<file path="src/rtl/mem_stage_ctrl.sv">
// Memory-stage controller: turns execute-stage load/store requests into single
// req/ready bus transactions, with lane alignment, load extension and fault pulses.
module mem_stage_ctrl #(
    parameter int TIMEOUT_CYCLES = 16
) (
    input  logic        clk,
    input  logic        n_rst,
    input  logic        MemRead,
    input  logic        MemWr,
    input  logic [2:0]  funct3,
    input  logic [31:0] ALU_Out,
    input  logic [31:0] rd2,
    output logic        bus_req,
    output logic        bus_we,
    output logic [31:0] bus_addr,
    output logic [31:0] bus_wdata,
    output logic [3:0]  bus_be,
    input  logic        bus_ready,
    input  logic [31:0] bus_rdata,
    output logic        mem_stall,
    output logic [31:0] load_data,
    output logic        load_valid,
    output logic        access_fault
);

    localparam int CW = $clog2(TIMEOUT_CYCLES + 1);

    typedef enum logic [1:0] {IDLE, BUSY, DONE} state_t;

    state_t          r_state;
    state_t          w_state_next;
    logic [CW-1:0]   r_cnt;
    logic [CW-1:0]   w_cnt_inc;
    logic            w_timeout;
    logic [2:0]      r_f3;
    logic [1:0]      r_lane;
    logic            w_req;
    logic            w_legal;
    logic            w_misal;
    logic            w_ok;
    logic [3:0]      w_be;
    logic [31:0]     w_wdata;
    logic [31:0]     w_shifted;
    logic [31:0]     w_ext;

    // Write wins when both strobes are up, so legality is judged as a store.
    assign w_req = MemRead | MemWr;

    always_comb begin
        w_legal = 1'b0;
        case (funct3)
            3'b000, 3'b001, 3'b010: w_legal = 1'b1;
            3'b100, 3'b101:         w_legal = ~MemWr;
            default:                w_legal = 1'b0;
        endcase
    end

    assign w_misal = ((funct3[1:0] == 2'b01) && ALU_Out[0]) ||
                     ((funct3[1:0] == 2'b10) && (ALU_Out[1:0] != 2'b00));
    assign w_ok    = w_legal & ~w_misal;

    always_comb begin
        w_be    = 4'b1111;
        w_wdata = rd2;
        case (funct3[1:0])
            2'b00: begin
                w_be    = 4'b0001 << ALU_Out[1:0];
                w_wdata = {4{rd2[7:0]}};
            end
            2'b01: begin
                w_be    = 4'b0011 << ALU_Out[1:0];
                w_wdata = {2{rd2[15:0]}};
            end
            default: begin
                w_be    = 4'b1111;
                w_wdata = rd2;
            end
        endcase
    end

    assign w_shifted = bus_rdata >> {r_lane, 3'b000};

    always_comb begin
        w_ext = bus_rdata;
        case (r_f3)
            3'b000:  w_ext = {{24{w_shifted[7]}}, w_shifted[7:0]};
            3'b001:  w_ext = {{16{w_shifted[15]}}, w_shifted[15:0]};
            3'b100:  w_ext = {24'd0, w_shifted[7:0]};
            3'b101:  w_ext = {16'd0, w_shifted[15:0]};
            default: w_ext = bus_rdata;
        endcase
    end

    assign w_cnt_inc = r_cnt + CW'(1);
    assign w_timeout = (w_cnt_inc == CW'(TIMEOUT_CYCLES));

    always_ff @(posedge clk) begin
        if (n_rst) begin
            r_state <= IDLE;
        end else begin
            r_state <= w_state_next;
        end
    end

    always_comb begin
        w_state_next = r_state;
        mem_stall    = 1'b0;
        case (r_state)
            IDLE: begin
                if (w_req && w_ok) begin
                    w_state_next = BUSY;
                    mem_stall    = 1'b1;
                end
            end
            BUSY: begin
                mem_stall = 1'b1;
                if (bus_ready || w_timeout) begin
                    w_state_next = DONE;
                end
            end
            DONE:    w_state_next = IDLE;
            default: w_state_next = IDLE;
        endcase
        // Stall is combinational, so mask it while reset holds the pipeline anyway.
        if (n_rst) begin
            mem_stall = 1'b0;
        end
    end

    always_ff @(posedge clk) begin
        if (n_rst) begin
            bus_req      <= 1'b0;
            bus_we       <= 1'b0;
            bus_addr     <= 32'd0;
            bus_wdata    <= 32'd0;
            bus_be       <= 4'd0;
            load_data    <= 32'd0;
            load_valid   <= 1'b0;
            access_fault <= 1'b0;
            r_cnt        <= '0;
            r_f3         <= 3'd0;
            r_lane       <= 2'd0;
        end else begin
            load_valid   <= 1'b0;
            access_fault <= 1'b0;
            case (r_state)
                IDLE: begin
                    if (w_req && w_ok) begin
                        bus_req   <= 1'b1;
                        bus_we    <= MemWr;
                        bus_addr  <= {ALU_Out[31:2], 2'b00};
                        bus_be    <= w_be;
                        bus_wdata <= w_wdata;
                        r_f3      <= funct3;
                        r_lane    <= ALU_Out[1:0];
                        r_cnt     <= '0;
                    end else if (w_req) begin
                        access_fault <= 1'b1;
                    end
                end
                BUSY: begin
                    r_cnt <= w_cnt_inc;
                    if (bus_ready) begin
                        bus_req <= 1'b0;
                        if (!bus_we) begin
                            load_data  <= w_ext;
                            load_valid <= 1'b1;
                        end
                    end else if (w_timeout) begin
                        bus_req      <= 1'b0;
                        access_fault <= 1'b1;
                        load_data    <= 32'd0;
                    end
                end
                default: ;
            endcase
        end
    end

endmodule
</file>
<file path="config.mk">
export PLATFORM = sky130hd
export DESIGN_NAME = mem_stage_ctrl
export DESIGN_NICKNAME = d
export VERILOG_FILES = /design/src/rtl/mem_stage_ctrl.sv
export SDC_FILE = /design/constraint.sdc
export NUM_CORES = 1
export LEC_CHECK = 0
export ABC_AREA = 1
export CAP_MARGIN = 5
export CELL_PAD_IN_SITES_DETAIL_PLACEMENT = 1
export CELL_PAD_IN_SITES_GLOBAL_PLACEMENT = 2
export CORE_ASPECT_RATIO = 1.1
export CORE_MARGIN = 2
export CORE_UTILIZATION = 25
export CTS_BUF_LIST = sky130_fd_sc_hd__clkbuf_4 sky130_fd_sc_hd__clkbuf_8
export CTS_CLUSTER_SIZE = 8
export DETAILED_ROUTE_END_ITERATION = 6
export GPL_TIMING_DRIVEN = 0
export PLACE_DENSITY_LB_ADDON = 0.05
export SYNTH_ARGS = -nofsm -noshare
export SYNTH_HDL_FRONTEND = slang
export SYNTH_SLANG_ARGS = --single-unit
export TNS_END_PERCENT = 100
</file>
<file path="constraint.sdc">
create_clock -name clk -period 4.25 [get_ports clk]
set_input_delay 0.85 -clock clk [delete_from_list [all_inputs] [get_ports clk]]
set_output_delay 0.85 -clock clk [all_outputs]
set_load 0.01 [all_outputs]
</file>
==> metrics.yaml <==
drtPass1Iterations: 4
first_iter_violations: 242
drtAntennaViolNets: 0
placed_cells: 1214
syn_inst: 752
area_growth_pct: 53.87
layout.nets: 1082
num_rows: 55
maxSlewViolCount: 0
peakVddDrop_mv: 0.1733
tightest_slew_ns: 0.7745
holdWs_ns: 0.4654
cts-hold-fix-buffers: 0
gp_congestion: 0.8771
grt_start_max_net_pins: 17
synth.avg_cell_area_um2: 6.965
htreeDepth: 4
cp_data_required_time_ns: 3.40
cp.arrival_ns: 3.03
postCtsSetupBuffers: 0
synth.area.top_cells: "dfxtp_1 (44%), a21oi_1 (13%), nand2_1 (12%), nand3_1 (10%), o21ai_0 (5.0%)"
synth_edf_count: 0
slew_headroom_pct: 48.37
internal-power_uw: 2064
yosysSeqAreaShare_pct: 43.57
finalCritPeriodShare_pct: 91.28
synth_top_area_share_pct: 43.57
hold_violations: 0
seqPwrFrac_pct: 39.4
grt_overflow: 0
fp.dieW_um: 142.0
clk_pin_slew_ns: 0.07
fin_util_pct: 39.17
start_util_pct: 25.45
outcome: "complete, no violations"
p_comb_share_pct: 21.2
synth_top_area_cell: "dfxtp_1"
core-area_um2: 20580
cap_violations: 0
drc: 0
cts_made_buffers: 17
dieArea_um2: 22130
dp_hpwl_um: 17780
antenna_found_initial: 0
cts_tree: "built"
yosys_most_used_dff: "dfxtp_1"
startpoint_type: "input port"
finalClockSkew_ns: 0.01776
ios: 209
worstSetupPathType: "in2out"
synth_warnings: 0
track_usage_pct: 20.80
setup_viol: 0
switching_share_pct: 30.06
dpl_cell_area_um2: 7614
cts_root_buffer: "clkbuf_8"
power_density_nw_per_um2: 366.1
finalCriticalPeriod_ns: 3.880
antenna_cells: 0
vias: 6050
cts_sinks: 114
p_clk_share_pct: 39.4
grt_pass1_wl_um: 35360
synth_cell_types: 33
synthArstFlopShare_pct: 0
critPathMaxFanout: 10
drive_gt1_share_pct: 6.970
via_per_inst: 4.856
p_switching_uw: 886.8
die_y_um: 155.8
cts_buffer_depth: 2
fmax_ghz: 0.2578
hp-class: "reg2reg"
grt_pass1_vias: 6461
finalInstanceArea_um2: 8059
cts.repair.resized: 0
synth-seq-cells: 114
clk_latency_ns: 0.44
leakage_uw: 0.003034
tns_ns: 0
endpoint_kind: "output pin"
synth_area_um2: 5238
routed_wl_um: 22980
port_buffers: 205
wl_per_cell_um: 18.44
stdcell_count: 1246
rsz0062_at_grt: "no"
## Yosys cell counts, types with 4 or more instances
cell	number
clkbuf_1	28
o21ai_1	9
nand2_1	172
dfxtp_1	114
buf_1	4
buf_4	4
o21ai_0	52
or2_0	7
o2111ai_1	4
inv_1	43
a21oi_1	134
buf_2	21
nand3_1	105
nor2_1	27
## critical path: stages
cell and delay, ns:
clkdlybuf4s50_1 0.52, nor2_1 0.20, nand2_1 0.11, a21boi_2 0.16, nand2_1 0.09, buf_2 0.21
nand2_1 0.10, inv_1 0.09, nor2_1 0.13, clkdlybuf4s50_1 0.56
## logic make-up (layout without fill, tap and decap cells)
kind of cell | count (synthesis) | count (layout) | share of synthesized area (%)
AND/OR/NAND/NOR | 324 | 324 | 27.09
AO/OA/AOI/OAI | 209 | 209 | 20.86
flip-flops | 114 | 114 | 43.57
buffers and inverters | 103 | 340 | 8.170
adder cells (fa/ha/maj) | 1 | 1 | 0.2389
other | 1 | 2 | 0.07160
## stage by stage
stage	setup WS [ns]	power [µW]
floorplan	1.668	1472
global placement	0.3608	1806
detailed placement	0.3371	1819
CTS	0.3197	3001
global route	0.1497	3101
finish	0.3704	2950
## flip-flops by register name (all words and copies together) (netlist names)
signal / cells
access_fault: 1
r_f3: 3
r_state: 2
load_data: 32
load_valid: 1
bus_wdata: 32
bus_addr: 30
r_lane: 2
bus_be: 4
r_cnt: 5
bus_req: 1
bus_we: 1
## worst paths after layout
check	startpoint	slack, ns	endpoint	depth (start not counted)
max reg2reg	r_lane[1]$_SDFFE_PP0P_	2.26	load_data[6]$_SDFFE_PP0P_	6
max	ALU_Out[1]	0.37	mem_stall	10
min	bus_addr[17]$_SDFFE_PP0P_	0.47	bus_addr[17]$_SDFFE_PP0P_	2
min reg2reg	bus_addr[17]$_SDFFE_PP0P_	0.47	bus_addr[17]$_SDFFE_PP0P_	2
## cell type report
class	instances	area [µm²]
flip-flops and latches	114	2282
multi-input cells	536	2531
fillers	2549	12520
clock buffers	18	241.5
plain buffers	57	255.2
inverters	46	172.7
clock inverters	14	203.9
repair buffers	205	2052
well taps	256	320.3
## power groups by stage
stage / clock [µW] / sequential [µW] / combinational, µW
global placement: 0 / 1180 / 621
CTS: 1200 / 1160 / 635
global route: 1240 / 1170 / 689
detailed placement: 0 / 1190 / 632
finish: 1160 / 1160 / 625
floorplan: 0 / 1210 / 265
## routing by layer
layer	vias to the layer above	track usage [%]	wire, µm
li1	2974	-	-
met3	23	6.139	1487
met4	0	5.762	338
met1	2894	23.52	9337
met5	-	0	0
met2	159	37.84	11820
## cell usage in the layout, fill, tap and decap left out, types with 17 or more instances in the layout
| cell type | n |
|---|---|
| a21oi_1 | 134 |
| dfxtp_1 | 114 |
| nand3_1 | 105 |
| clkbuf_8 | 17 |
| buf_2 | 21 |
| nand2_1 | 172 |
| clkdlybuf4s50_1 | 205 |
| nor2_1 | 27 |
| clkbuf_1 | 28 |
| o21ai_0 | 52 |
| inv_1 | 43 |
No activity file was read; power rests on OpenSTA's default activity.
